[src/rtl/load_store_queue.sv]
// In-order load/store queue feeding a single data-memory port, with load write-back formatting.
// Optional misaligned-access trapping is enabled by defining LSQ_MISALIGN_CHECK_EN.
module load_store_queue #(
    parameter int C_XLEN  = 32,
    parameter int C_DEPTH = 4
) (
    input  logic              clk_i,
    input  logic              resetb_i,
    input  logic              clk_en_i,
    output logic              ex_lq_full_o,
    input  logic              ex_lq_wr_i,
    input  logic              ex_sq_wr_i,
    input  logic [2:0]        ex_funct3_i,
    input  logic [4:0]        ex_regd_addr_i,
    input  logic [C_XLEN-1:0] ex_regs2_data_i,
    input  logic [C_XLEN-1:0] ex_addr_i,
    output logic              dmem_req_o,
    output logic              dmem_wr_o,
    output logic [C_XLEN-1:0] dmem_addr_o,
    output logic [3:0]        dmem_be_o,
    output logic [C_XLEN-1:0] dmem_wdata_o,
    input  logic              dmem_ack_i,
    input  logic [C_XLEN-1:0] dmem_rdata_i,
    output logic              regd_wr_o,
    output logic [4:0]        regd_addr_o,
    output logic [C_XLEN-1:0] regd_data_o,
    output logic              hvec_lma_o,
    output logic              hvec_sma_o
);
    localparam int PW = (C_DEPTH > 1) ? $clog2(C_DEPTH) : 1;
    localparam int CW = $clog2(C_DEPTH) + 1;
    localparam logic [CW-1:0] FULL_CNT = CW'(C_DEPTH);

    typedef enum logic {IDLE, REQ} state_t;

    state_t state_q, state_d;

    logic              q_store  [C_DEPTH];
    logic [2:0]        q_funct3 [C_DEPTH];
    logic [4:0]        q_regd   [C_DEPTH];
    logic [C_XLEN-1:0] q_data   [C_DEPTH];
    logic [C_XLEN-1:0] q_addr   [C_DEPTH];

    logic [PW-1:0] wptr_q, rptr_q;
    logic [CW-1:0] count_q, count_d;
    logic          push, pop;

    logic              req_q, req_d;
    logic              req_wr_q, req_wr_d;
    logic [C_XLEN-1:0] req_addr_q, req_addr_d;
    logic [3:0]        req_be_q, req_be_d;
    logic [C_XLEN-1:0] req_wdata_q, req_wdata_d;
    logic [2:0]        req_funct3_q, req_funct3_d;
    logic [1:0]        req_off_q, req_off_d;
    logic [4:0]        req_regd_q, req_regd_d;

    logic              regd_wr_q, regd_wr_d;
    logic [4:0]        regd_addr_q, regd_addr_d;
    logic [C_XLEN-1:0] regd_data_q, regd_data_d;
    logic              lma_q, lma_d, sma_q, sma_d;

    logic              head_store;
    logic [2:0]        head_funct3;
    logic [C_XLEN-1:0] head_addr;
    logic [C_XLEN-1:0] head_data;
    logic [3:0]        head_be;
    logic [C_XLEN-1:0] head_wdata;
    logic [C_XLEN-1:0] load_fmt;

    assign ex_lq_full_o = (count_q == FULL_CNT);
    assign push = (ex_lq_wr_i | ex_sq_wr_i) & ~ex_lq_full_o;
    assign count_d = count_q + CW'(push) - CW'(pop);

    assign head_store  = q_store[rptr_q];
    assign head_funct3 = q_funct3[rptr_q];
    assign head_addr   = q_addr[rptr_q];
    assign head_data   = q_data[rptr_q];

    // Byte-lane mask and lane-replicated data; the 4-bit shift truncates masks past lane 3.
    always_comb begin
        head_be    = 4'b1111;
        head_wdata = head_data;
        case (head_funct3[1:0])
            2'b00: begin
                head_be    = 4'b0001 << head_addr[1:0];
                head_wdata = {4{head_data[7:0]}};
            end
            2'b01: begin
                head_be    = 4'b0011 << head_addr[1:0];
                head_wdata = {2{head_data[15:0]}};
            end
            default: ;
        endcase
    end

    always_comb begin
        load_fmt = dmem_rdata_i;
        case (req_funct3_q[1:0])
            2'b00: begin
                load_fmt[7:0]  = dmem_rdata_i[{req_off_q, 3'b000} +: 8];
                load_fmt[31:8] = {24{~req_funct3_q[2] & load_fmt[7]}};
            end
            2'b01: begin
                load_fmt[15:0]  = dmem_rdata_i[{req_off_q[1], 4'b0000} +: 16];
                load_fmt[31:16] = {16{~req_funct3_q[2] & load_fmt[15]}};
            end
            default: ;
        endcase
    end

`ifdef LSQ_MISALIGN_CHECK_EN
    logic head_misalign;
    assign head_misalign = ((head_funct3[1:0] == 2'b01) && head_addr[0]) ||
                           ((head_funct3[1:0] == 2'b10) && (head_addr[1:0] != 2'b00));
`endif

    always_comb begin
        state_d      = state_q;
        pop          = 1'b0;
        req_d        = req_q;
        req_wr_d     = req_wr_q;
        req_addr_d   = req_addr_q;
        req_be_d     = req_be_q;
        req_wdata_d  = req_wdata_q;
        req_funct3_d = req_funct3_q;
        req_off_d    = req_off_q;
        req_regd_d   = req_regd_q;
        regd_wr_d    = 1'b0;
        regd_addr_d  = regd_addr_q;
        regd_data_d  = regd_data_q;
        lma_d        = 1'b0;
        sma_d        = 1'b0;
        case (state_q)
            IDLE: begin
                if (count_q != '0) begin
`ifdef LSQ_MISALIGN_CHECK_EN
                    if (head_misalign) begin
                        pop   = 1'b1;
                        lma_d = ~head_store;
                        sma_d = head_store;
                    end else
`endif
                    begin
                        req_d        = 1'b1;
                        req_wr_d     = head_store;
                        req_addr_d   = {head_addr[C_XLEN-1:2], 2'b00};
                        req_be_d     = head_be;
                        req_wdata_d  = head_wdata;
                        req_funct3_d = head_funct3;
                        req_off_d    = head_addr[1:0];
                        req_regd_d   = q_regd[rptr_q];
                        state_d      = REQ;
                    end
                end
            end
            REQ: begin
                if (dmem_ack_i) begin
                    pop     = 1'b1;
                    req_d   = 1'b0;
                    state_d = IDLE;
                    if (!req_wr_q) begin
                        regd_wr_d   = 1'b1;
                        regd_addr_d = req_regd_q;
                        regd_data_d = load_fmt;
                    end
                end
            end
            default: state_d = IDLE;
        endcase
    end

    always_ff @(posedge clk_i or negedge resetb_i) begin
        if (!resetb_i) begin
            state_q      <= IDLE;
            wptr_q       <= '0;
            rptr_q       <= '0;
            count_q      <= '0;
            req_q        <= 1'b0;
            req_wr_q     <= 1'b0;
            req_addr_q   <= '0;
            req_be_q     <= '0;
            req_wdata_q  <= '0;
            req_funct3_q <= '0;
            req_off_q    <= '0;
            req_regd_q   <= '0;
            regd_wr_q    <= 1'b0;
            regd_addr_q  <= '0;
            regd_data_q  <= '0;
            lma_q        <= 1'b0;
            sma_q        <= 1'b0;
        end else if (clk_en_i) begin
            state_q      <= state_d;
            count_q      <= count_d;
            if (push) wptr_q <= wptr_q + 1'b1;
            if (pop)  rptr_q <= rptr_q + 1'b1;
            req_q        <= req_d;
            req_wr_q     <= req_wr_d;
            req_addr_q   <= req_addr_d;
            req_be_q     <= req_be_d;
            req_wdata_q  <= req_wdata_d;
            req_funct3_q <= req_funct3_d;
            req_off_q    <= req_off_d;
            req_regd_q   <= req_regd_d;
            regd_wr_q    <= regd_wr_d;
            regd_addr_q  <= regd_addr_d;
            regd_data_q  <= regd_data_d;
            lma_q        <= lma_d;
            sma_q        <= sma_d;
        end
    end

    // Entry storage needs no reset: only slots below count are ever read.
    always_ff @(posedge clk_i) begin
        if (clk_en_i && push) begin
            q_store[wptr_q]  <= ex_sq_wr_i;
            q_funct3[wptr_q] <= ex_funct3_i;
            q_regd[wptr_q]   <= ex_regd_addr_i;
            q_data[wptr_q]   <= ex_regs2_data_i;
            q_addr[wptr_q]   <= ex_addr_i;
        end
    end

    assign dmem_req_o   = req_q;
    assign dmem_wr_o    = req_wr_q;
    assign dmem_addr_o  = req_addr_q;
    assign dmem_be_o    = req_be_q;
    assign dmem_wdata_o = req_wdata_q;
    assign regd_wr_o    = regd_wr_q;
    assign regd_addr_o  = regd_addr_q;
    assign regd_data_o  = regd_data_q;

`ifdef LSQ_MISALIGN_CHECK_EN
    assign hvec_lma_o = lma_q;
    assign hvec_sma_o = sma_q;
`else
    assign hvec_lma_o = 1'b0;
    assign hvec_sma_o = 1'b0;
    logic unused_exc;
    assign unused_exc = lma_q | sma_q;
`endif

endmodule

[config.mk]
export PLATFORM = sky130hd
export DESIGN_NAME = load_store_queue
export DESIGN_NICKNAME = d
export VERILOG_FILES = /design/src/rtl/load_store_queue.sv
export SDC_FILE = /design/constraint.sdc
export NUM_CORES = 1
export LEC_CHECK = 0
export CAP_MARGIN = 10
export CORE_MARGIN = 5
export CORE_UTILIZATION = 55
export DETAILED_ROUTE_END_ITERATION = 8
export PLACE_DENSITY_LB_ADDON = 0.25
export REMOVE_ABC_BUFFERS = 1
export SLEW_MARGIN = 20
export SYNTH_ARGS = -nofsm -noshare
export SYNTH_HDL_FRONTEND = slang
export SYNTH_SLANG_ARGS = --single-unit
[constraint.sdc]
create_clock -name clk_i -period 7.9 [get_ports clk_i]
set_input_delay 1.185 -clock clk_i [delete_from_list [all_inputs] [get_ports clk_i]]
set_output_delay 1.185 -clock clk_i [all_outputs]
set_load 0.02 [all_outputs]
==> summary.txt, run 1 <==
Pwr
  – Max VDD drop: between 0.0002 and 0.0003 V
  – Leak Pwr: roughly 0.0076 µW
  – PD cells: 392 mW/mm²

Cells and area
  – # diodes: 0
  – Most common cell after layout, fill and taps aside: edfxtp_1
  – Commonest non-fill, non-tap cells in the layout: 292 x edfxtp_1, 218 x nand2_1, 215 x clkdlybuf4s50_1
  – Layout cells sized above 1: 0.137
  – Net count reported at finish: 1310
  – Area delta synth->final: 24.2%
  – Post-layout instance area: 0.0201 mm²

Status
  – Status: completed

Drt
  – Antenna-violating nets left: 0
  – Vias per Instance: approximately 5.6
  – Drc violations: 0
  – WL/cell: between 20 and 25 µm
  – First DRT Iteration DRCs: 630
  – DR pass1 iterations: 4
  – Vias post-DR: between 9000 and 10000
  – Detailed Route WL: around 35000 µm

Worst setup path
  – Cells along the critical path: clkdlybuf4s50_1, nand3_1, or2_2, a2111o_1, nand3_1
  – CP Max Fanout: 46
  – CP max stage delay: 0.89 ns
  – Most used cell, CP: nand3_1
  – CP required: between 8 and 9 ns
  – Arrival time worst endpoint: about 4 ns
  – Worst setup EP type: flop
  – WS Path Type: in2reg
  – Startpoint Class: input port
  – Max stage delay cell, worst path: clkdlybuf4s50_1

Clock tree
  – TritonCTS clock tree: done
  – Total CTS buffers: 42
  – Setup Fix Bufs, Post-CTS: 0
  – Clock Sinks: ~420
  – Longest Clk Path Bufs: 3
  – CTS clk-pin slew, worst paths: approximately 0.060 ns
  – H-tree depth: 2
  – Root Buffer: clkbuf_16
  – Post_cts resized: 0
  – Clock insertion delay at the later pin of the skew report: approximately 0.52 ns
  – Post-CTS Hold Buffers: 0

Timing
  – Slew margin rel.: 0.266
  – Worst-Margin Slew: 1.10 ns
  – Hold_ws: around 0.47 ns
  – Final setup viols: 0
  – Fmax: a little under 300 MHz
  – Post-route clock period utilization: 0.437
  – Endpoints failing hold: 0
  – Max Slew Vio Count: 0
  – Final WS setup: roughly 4.5 ns
  – RSZ-0062 raised after global routing: false
  – Total negative setup slack: 0 ns
  – Minimum clock period: 3.45 ns
  – Worst Skew: between 0.008 and 0.009 ns

Global route
  – First-pass GRT wire length: 55500 µm
  – Grt ovf: 0
  – Tot GR Track Use: 0.214
  – Largest net degree at the start of global routing: between 90 and 100
  – Initial antenna violation count: 3
  – Vias in the first global route: about 9700

Yosys
  – Mapped Cells: between 900 and 1000
  – Flops & latches, synth: between 400 and 500
  – Part of the Yosys area used for sequential elements: 0.733
  – Mean Syn Cell Area: roughly 17 µm²
  – Cell taking the most area after synthesis: edfxtp_1
  – Library cells used by synthesis: 42
  – YS warnings: 0
  – Synth area leaders: edfxtp_1 54%, dfrtp_1 19%, mux4_2 9.5%
  – Mapped cell area: between 0.015 and 0.02 mm²
  – Share of the synthesized area in the top cell type: 0.541

Floorplanning
  – I/O Pins: approximately 220
  – Die Y-Extent: roughly 180 µm
  – Initial Utilization: 0.561
  – Core box area: around 0.029 mm²
  – Cell row count: 62
  – Chip Width: 182 µm
  – Die area: 0.0330 mm²

Placed design
  – Hpwl dp: ~21000 µm
  – Dpl cell area: ~0.019 mm²
  – I/O Buffers: 216
  – Final GP Congestion: approximately 0.78
  – Setup slack at placement: ~4.0 ns

Job
  – Max cap viols: 0

Hold path
  – Hold Path Class: reg2reg
## worst max-delay path, delay by kind of cell
kind                   cells  cell delay, ns
AO/OA/AOI/OAI              1            0.67
buffers and inverters      1            0.89
AND/OR/NAND/NOR            3            1.14
## through the flow
| stage | instances | power (µW) | utilization |
|---|---|---|---|
| final | 1611 | 7870 | 0.697 |
| after global routing | 1611 | 8310 | 0.697 |
| after CTS | 1611 | 7960 | 0.697 |
| after detailed placement | 1533 | 5920 | 0.647 |
| after global placement | 1533 | 5850 | 0.647 |
| after floorplan | 922 | 4850 | - |
## sequential cells by signal, summed over array words and instances, names as in the netlist, 2 cells and up
name          count
q_addr          128
q_data          128
dmem_wdata_o     32
regd_data_o      32
dmem_addr_o      30
q_regd           20
q_funct3         12
regd_addr_o       5
req_regd_q        5
dmem_be_o         4
q_store           4
count_q           3
req_funct3_q      3
req_off_q         2
rptr_q            2
wptr_q            2
## synth_stat cells
library cell and instances:
nor2_1 9, dfrtp_1 124, fa_1 1, nor2_8 1, clkbuf_8 1, xnor2_1 5
o2bb2ai_1 1, buf_4 11, buf_1 3, o311a_1 1, clkbuf_1 33, ha_1 6
a21oi_1 4, o311ai_2 1, and3_1 12, o21ai_0 37, a22oi_1 8, mux2_2 15
mux4_2 68, o21a_1 1, nor3b_1 1, a221o_1 9, buf_2 6, buf_6 2
o21bai_1 1, nand2_1 218, nor2b_1 4, edfxtp_1 292, inv_1 10, a2111o_1 1
mux4_1 6, and2_1 2, o211a_1 1, a2bb2o_1 3, buf_12 1, mux2i_1 27
nand2b_1 9, o22ai_1 4, nand3_1 34, or2_2 1, conb_1 1, o22a_1 1
## worst paths after layout
check,cells past startpoint,startpoint,to,slack (ns)
setup / recovery,5,clk_en_i,regd_data_o[24],4.45
hold / removal,2,req_regd_q[2],req_regd_q[2],0.47
setup reg to reg,5,rptr_q[0],dmem_wdata_o[13],4.50
hold reg to reg,2,req_regd_q[2],req_regd_q[2],0.47
max in group asynchronous,2,resetb_i,rptr_q[0],5.89
min in group asynchronous,1,resetb_i,dmem_wdata_o[2],0.72
## kinds of logic (layout without fill, tap and decap cells)
family / after synthesis / in the layout / share of synthesized area
DFF: 416 / 416 / 0.733
and+or+nand+nor: 291 / 291 / 0.0756
muxes: 116 / 116 / 0.131
AOI/OAI and AO/OA: 73 / 73 / 0.0303
buffers and inverters: 67 / 315 / 0.0211
adders and majority gates: 7 / 7 / 0.00587
xor gates and xnor gates: 5 / 5 / 0.00270
other: 1 / 4 / 0.000231
## metal layers
layer	track usage	share of wire	wire, µm	vias to the layer above
met3	0.0556	0.075	2640	55
met2	0.369	0.50	17500	309
met1	0.279	0.41	14200	4603
li1	-	-	-	4086
met4	0.0441	0.017	591	6
met5	0	0.0013	45	-
## area by class of cell
| class | instances | area [µm²] |
|---|---|---|
| Tap cell | 384 | 480 |
| Inverter | 10 | 37.5 |
| Clock inverter | 17 | 211 |
| Fill cell | 1970 | 8750 |
| Multi-Input combinational cell | 496 | 4040 |
| Sequential cell | 416 | 11900 |
| Timing Repair Buffer | 227 | 2250 |
| Clock buffer | 61 | 1220 |
## power breakdown
part | switching (µW) | internal (µW)
Combinational | 1360 | 1220
Clock | 792 | 1230
Sequential | 368 | 2910
Total | 2520 | 5360
Note: power is estimated with default switching activity, not from simulation.
==> inputs of run 2 (changes only) <==
--- a/config.mk
+++ b/config.mk
@@ -7,7 +7,7 @@
 export LEC_CHECK = 0
 export CAP_MARGIN = 10
 export CORE_MARGIN = 5
-export CORE_UTILIZATION = 55
+export CORE_UTILIZATION = 49
 export DETAILED_ROUTE_END_ITERATION = 8
 export PLACE_DENSITY_LB_ADDON = 0.25
 export REMOVE_ABC_BUFFERS = 1
==> constraint.sdc (replaced) <==
create_clock -name clk_i -period 2.8 [get_ports clk_i]
set_input_delay 0.42 -clock clk_i [delete_from_list [all_inputs] [get_ports clk_i]]
set_output_delay 0.42 -clock clk_i [all_outputs]
set_load 0.02 [all_outputs]
==> run 2 against run 1 <==
  * First-iteration DRC count is 8.4% lower
  * Cell count is 5.6% higher
  * Final area is 2.0% higher
  * Utilization is 6.8 points lower
  * Clock skew is 0.0071 ns higher
==> summary.txt, run 2 (synthesized netlist as in run 1, its figures left out) <==
Pwr
  – Switching power: 7220 µW (was 2520 µW)
  – Clock share of power: 0.251 (was 0.257)
  – Max VDD drop: 0.000640 V (was 0.000256 V)
  – Combinational share of power: 0.349 (was 0.327)
  – Net Sw Frac: 0.321 (was 0.320)
  – Reg power frac: 0.401 (was 0.416)
  – PD cells: 1100 mW/mm² (was 392 mW/mm²)
  – Leak Pwr: 0.00774 µW (was 0.00756 µW)
  – Int Power: 15300 µW (was 5360 µW)

Worst setup path
  – Worst setup EP type: output port (was flop)
  – R2R depth: 4 (was 5)
  – Reg-to-reg endpoint: dmem_wdata_o[28] (was dmem_wdata_o[13])
  – WS Path Type: reg2out (was in2reg)
  – CP Max Fanout: 5 (was 46)
  – Worst reg2reg startpoint: rptr_q[0] (unchanged)
  – Arrival time worst endpoint: 1.94 ns (was 3.90 ns)
  – Startpoint Class: flop (was input port)
  – CP required: 2.38 ns (was 8.35 ns)
  – Flop2flop setup slack: 0.53 ns (was 4.50 ns)

Drt
  – First DRT Iteration DRCs: 577 (was 630)
  – Antenna-violating nets left: 0 (unchanged)
  – Vias per Instance: 5.42 (was 5.62)
  – WL/cell: 21.5 µm (was 21.8 µm)
  – DR pass1 iterations: 5 (was 4)
  – Detailed Route WL: 36500 µm (was 35100 µm)
  – Drc violations: 0 (unchanged)
  – Vias post-DR: 9233 (was 9059)

Floorplanning
  – Chip Width: 192 µm (was 182 µm)
  – Core box area: 0.0326 mm² (was 0.0289 mm²)
  – Cell row count: 66 (was 62)
  – I/O Pins: 221 (unchanged)
  – Die area: 0.0368 mm² (was 0.0330 mm²)
  – Die Y-Extent: 192 µm (was 182 µm)
  – Initial Utilization: 0.497 (was 0.561)

Placed design
  – I/O Buffers: 216 (unchanged)
  – Dpl cell area: 0.0191 mm² (was 0.0187 mm²)
  – Hpwl dp: 23300 µm (was 20800 µm)
  – Setup slack at placement: 0.235 ns (was 3.98 ns)
  – Final GP Congestion: 0.827 (was 0.779)

Cells and area
  – Area delta synth->final: 26.6% (was 24.2%)
  – Net count reported at finish: 1340 (was 1310)
  – Most common cell after layout, fill and taps aside: edfxtp_1 (unchanged)
  – Commonest non-fill, non-tap cells in the layout: 292 x edfxtp_1, 218 x nand2_1, 215 x clkdlybuf4s50_1 (unchanged)
  – Layout cells sized above 1: 0.157 (was 0.137)
  – Biggest regs: q_addr x128, q_data x128 (unchanged)
  – Post-layout instance area: 0.0205 mm² (was 0.0201 mm²)

Timing
  – Slew margin rel.: 0.560 (was 0.266)
  – Final WS setup: 0.444 ns (was 4.45 ns)
  – Minimum clock period: around 2.4 ns
  – RSZ-0062 raised after global routing: false (unchanged)
  – Final setup viols: 0 (unchanged)
  – Max Slew Vio Count: 0 (unchanged)
  – Endpoints failing hold: 0 (unchanged)
  – Worst Skew: 0.0153 ns (was 0.00816 ns)
  – Worst-Margin Slew: 0.660 ns (was 1.10 ns)
  – Post-route clock period utilization: 0.842
  – Fmax: 424 MHz

Clock tree
  – Longest Clk Path Bufs: 3 (unchanged)
  – Clock insertion delay at the later pin of the skew report: 0.54 ns (was 0.52 ns)
  – Root Buffer: clkbuf_16 (unchanged)
  – TritonCTS clock tree: done (unchanged)
  – Total CTS buffers: 43 (was 42)
  – Setup Fix Bufs, Post-CTS: 0 (unchanged)
  – H-tree depth: 2 (unchanged)
  – Clock Sinks: 416 (unchanged)
  – CTS clk-pin slew, worst paths: 0.06 ns (about the same)

Global route
  – Tot GR Track Use: 0.203 (was 0.214)
  – Grt ovf: 0 (unchanged)
  – Largest net degree at the start of global routing: 55 (was 91)
  – Initial antenna violation count: 5 (was 3)
  – Vias in the first global route: 9851 (was 9742)
  – First-pass GRT wire length: 57400 µm (was 55500 µm)

Status
  – Status: completed (unchanged)

Hold path
  – Hold Path Class: in2async (was reg2reg)

Job
  – Max cap viols: 0 (unchanged)
==> run 2: worst max path at each step <==
stage | cells after the start | end | slack [ns] | startpoint
final | 2 | ex_lq_full_o | 0.44 | count_q[0]
after global routing | 2 | ex_lq_full_o | 0.30 | count_q[0]
after CTS | 2 | ex_lq_full_o | 0.40 | count_q[0]
after detailed placement | 11 | count_q[2] | 0.23 | ex_sq_wr_i
after global placement | 11 | count_q[2] | 0.25 | ex_sq_wr_i
after floorplan | 3 | dmem_wdata_o[24] | -2.14 | rptr_q[0]
==> run 2: power groups by stage <==
stage / Sequential (µW) / Clock [µW] / Combinational (µW)
4_1_cts: 9030 / 5770 / 7990
3_5_place_dp: 9130 / 0 / 7950
3_3_place_gp: 9080 / 0 / 7860
2_1_floorplan: 10200 / 0 / 3540
5_1_grt: 9180 / 6030 / 8510
6_report: 9010 / 5640 / 7840
==> run 2: routing by layer <==
layer | global-route usage | part of all wire | vias up
met5 | 0 | 0.00090 | -
met4 | 0.0533 | 0.023 | 6
li1 | - | - | 4164
met2 | 0.341 | 0.49 | 305
met1 | 0.273 | 0.41 | 4697
met3 | 0.0442 | 0.073 | 61
==> run 2: worst max-delay path, stage by stage (launching register included) <==
cell,delay (ns)
dfrtp_1,0.46
nor3b_1,0.29
clkdlybuf4s50_1,0.66
==> run 2: final cells by class <==
class | instances | area [µm²]
Fill cell | 2362 | 12100
Sequential cell | 416 | 11900
Multi-Input combinational cell | 496 | 4040
Timing Repair Buffer | 256 | 2590
Clock buffer | 58 | 1150
Tap cell | 442 | 553
Clock inverter | 22 | 246
Inverter | 10 | 37.5
Antenna cell | 2 | 5.00
==> run 2: stage by stage <==
step                std cells  hold WS [ns]  utilization  total power (µW)  TNS, ns
floorplan                 922         0.124            -             13700  -186.62
global placement         1619         0.448        0.585             16900        0
finish                   1702         0.462        0.629             22500        0
global route             1702         0.492        0.629             23700        0
CTS                      1700         0.473        0.629             22800        0
detailed placement       1619         0.459        0.585             17100        0
==> run 2: what timing repair did <==
item	in CTS	in global routing
gates resized for setup	0	0
hold buffers	1	0
endpoints found under the setup margin	0	0
hold endpoints to repair	52	0
==> inputs of run 3 (changes only) <==
--- a/config.mk
+++ b/config.mk
@@ -7,7 +7,7 @@
 export LEC_CHECK = 0
 export CAP_MARGIN = 10
 export CORE_MARGIN = 5
-export CORE_UTILIZATION = 49
+export CORE_UTILIZATION = 55
 export DETAILED_ROUTE_END_ITERATION = 8
 export PLACE_DENSITY_LB_ADDON = 0.25
 export REMOVE_ABC_BUFFERS = 1
==> constraint.sdc (replaced) <==
create_clock -name clk_i -period 2.25 [get_ports clk_i]
set_input_delay 0.3375 -clock clk_i [delete_from_list [all_inputs] [get_ports clk_i]]
set_output_delay 0.3375 -clock clk_i [all_outputs]
set_load 0.02 [all_outputs]
==> run 3 against run 2 <==
  * Register-to-register slack worse by 0.41 ns
  * Clock-buffer cell count is 4 lower
  * Clock power increased by 18%
  * Highest routed layer unchanged
  * Combinational power up 29%
  * Die area decreased by 10%
  * Final area is 0.43% higher
  * Clock skew about the same
  * Largest cell class unchanged
  * Worst setup slack worse by 0.32 ns
==> summary.txt, run 3 (synthesized netlist as in run 1, its figures left out) <==
Status
  – Status: completed (unchanged)

Hold path
  – Hold Path Class: in2async (unchanged)

Pwr
  – Max VDD drop: 0.000866 V (was 0.000640 V)
  – Clock share of power: 0.239 (was 0.251)
  – Combinational share of power: 0.363 (was 0.349)
  – Switching power: 8900 µW (was 7220 µW)
  – PD cells: 1350 mW/mm² (was 1100 mW/mm²)
  – Leak Pwr: 0.00781 µW (was 0.00774 µW)
  – Reg power frac: 0.398 (was 0.401)
  – Int Power: 19000 µW (was 15300 µW)
  – Net Sw Frac: 0.319 (was 0.321)

Worst setup path
  – Max stage delay cell, worst path: mux4_1 (was clkdlybuf4s50_1)
  – CP delay by family, top: multiplexers (was buffers and inverters)
  – Worst reg2reg startpoint: rptr_q[0] (unchanged)
  – Cells along the critical path: buf_4, mux4_1, mux2_2, a221o_1 (was nor3b_1, clkdlybuf4s50_1)
  – Reg-to-reg endpoint: dmem_wdata_o[29] (was dmem_wdata_o[28])
  – Critical path depth: 4 (was 2)
  – CP Max Fanout: 7 (was 5)
  – Flop2flop setup slack: 0.12 ns (was 0.53 ns)
  – WP buf/inv: 1 (unchanged)
  – Worst setup EP type: flop (was output port)
  – R2R depth: 4 (unchanged)
  – Arrival time worst endpoint: 2.53 ns (was 1.94 ns)
  – CP required: 2.65 ns (was 2.38 ns)
  – Startpoint Class: flop (unchanged)
  – CP max stage delay: 0.64 ns (was 0.66 ns)
  – WS Path Type: reg2reg (was reg2out)

Clock tree
  – H-tree depth: 2 (unchanged)
  – Clock insertion delay at the later pin of the skew report: 0.52 ns (was 0.54 ns)
  – Longest Clk Path Bufs: 3 (unchanged)
  – Clock Sinks: 416 (unchanged)
  – Total CTS buffers: 41 (was 43)
  – TritonCTS clock tree: done (unchanged)
  – Root Buffer: clkbuf_16 (unchanged)
  – CTS clk-pin slew, worst paths: 0.06 ns (about the same)

Cells and area
  – Register area: 0.0119 mm² (unchanged)
  – Fillers: 1877 (was 2362)
  – Multi-input logic area: 0.00404 mm² (unchanged)
  – Layout cells sized above 1: 0.163 (was 0.157)
  – Cell Count, Final, Fillers Out: 1652 (was 1702)
  – Area delta synth->final: 27.1% (was 26.6%)
  – Most common cell after layout, fill and taps aside: edfxtp_1 (unchanged)
  – Net count reported at finish: 1351 (was 1340)
  – Utilization after layout: 0.714 (was 0.629)
  – Biggest regs: q_addr x128, q_data x128 (unchanged)
  – Commonest non-fill, non-tap cells in the layout: 292 x edfxtp_1, 218 x nand2_1, 214 x clkdlybuf4s50_1 (was 292 x edfxtp_1, 218 x nand2_1, 215 x clkdlybuf4s50_1)

Floorplanning
  – I/O Pins: 221 (unchanged)
  – Core box area: 0.0289 mm² (was 0.0326 mm²)
  – Cell row count: 62 (was 66)
  – Die area: 0.0330 mm² (was 0.0368 mm²)
  – Chip Width: 182 µm (was 192 µm)
  – Initial Utilization: 0.561 (was 0.497)
  – Die Y-Extent: 182 µm (was 192 µm)

Drt
  – DR pass1 iterations: 4 (was 5)
  – Detailed Route WL: 35600 µm (was 36500 µm)
  – First DRT Iteration DRCs: 636 (was 577)
  – Vias post-DR: 9243 (was 9233)
  – WL/cell: 21.6 µm (was 21.5 µm)
  – Drc violations: 0 (unchanged)
  – Antenna-violating nets left: 0 (unchanged)
  – Vias per Instance: 5.60 (was 5.42)

Placed design
  – DP Cell Count: 1574 (was 1619)
  – Hpwl dp: 23200 µm (was 23300 µm)
  – Final GP Congestion: 0.784 (was 0.827)
  – I/O Buffers: 216 (unchanged)

Global route
  – First-pass GRT wire length: 56500 µm (was 57400 µm)
  – Largest net degree at the start of global routing: 52 (was 55)
  – Grt ovf: 0 (unchanged)
  – Initial antenna violation count: 4 (was 5)
  – Tot GR Track Use: 0.218 (was 0.203)
  – Vias in the first global route: 9825 (was 9851)

Timing
  – Minimum clock period: ~2.1 ns
  – Final setup viols: 0 (unchanged)
  – RSZ-0062 raised after global routing: false (unchanged)
  – Worst-Margin Slew: 0.724 ns (was 0.660 ns)
  – Slew margin rel.: 0.516 (was 0.560)
  – Endpoints failing hold: 0 (unchanged)
  – Total negative setup slack: 0 ns (unchanged)
  – Hold_ws: 0.352 ns (was 0.462 ns)
  – Fmax: 470 MHz
  – Max Slew Vio Count: 0 (unchanged)
  – Worst Skew: 0.0153 ns (about the same)
  – Post-route clock period utilization: 0.945

Job
  – Max cap viols: 0 (unchanged)
## run 3: metal layers
metal | vias up | routed length [µm] | global-route usage
met1 | 4689 | 14600 | 0.297
li1 | 4171 | - | -
met3 | 49 | 2560 | 0.0504
met4 | 4 | 701 | 0.0552
met5 | - | 25 | 0
met2 | 330 | 17800 | 0.362
## run 3: power by group through the flow
stage          logic (µW)  registers, µW  clock network, µW
3_3_place_gp        10100          11200                  0
2_1_floorplan        4240          12600                  0
5_1_grt             10900          11300               7170
4_1_cts             10300          11100               6790
3_5_place_dp        10200          11200                  0
6_report            10100          11100               6660
## run 3: what timing repair did
action / CTS / global route
gates resized for setup: 1 / 0
setup endpoints to repair: 1 / 0
endpoints found under the hold margin: 48 / 0
hold buffers: 1 / 0
setup buffers: 0 / 0
## run 3: cell type report
type                       instances  area share
sequential                       416       0.577
multi-input combinational        496       0.196
timing repair buffer             269       0.137
clock buffer                      54      0.0542
tap                              384      0.0233
clock inverter                    21      0.0101
inverter                          10     0.00182
antenna                            2    0.000243
## run 3: how the worst max path moves through the flow
stage               start                to  slack, ns
3_3_place_gp   ex_sq_wr_i        count_q[2]      -0.11
2_1_floorplan   rptr_q[0]  dmem_wdata_o[24]      -2.69
5_1_grt         rptr_q[0]  dmem_wdata_o[28]       0.03
3_5_place_dp   ex_sq_wr_i        count_q[2]      -0.12
4_1_cts         rptr_q[0]  dmem_wdata_o[28]       0.11
6_report        rptr_q[0]  dmem_wdata_o[29]       0.12
## run 3: per-stage QoR
stage | instance area, µm² | total power [µW] | worst slack, ns
floorplan | 15900 | 16800 | -2.69
CTS | 20600 | 28200 | 0.107
detailed placement | 19300 | 21500 | -0.118
global route | 20600 | 29400 | 0.0269
global placement | 19300 | 21200 | -0.115
finish | 20600 | 27900 | 0.124
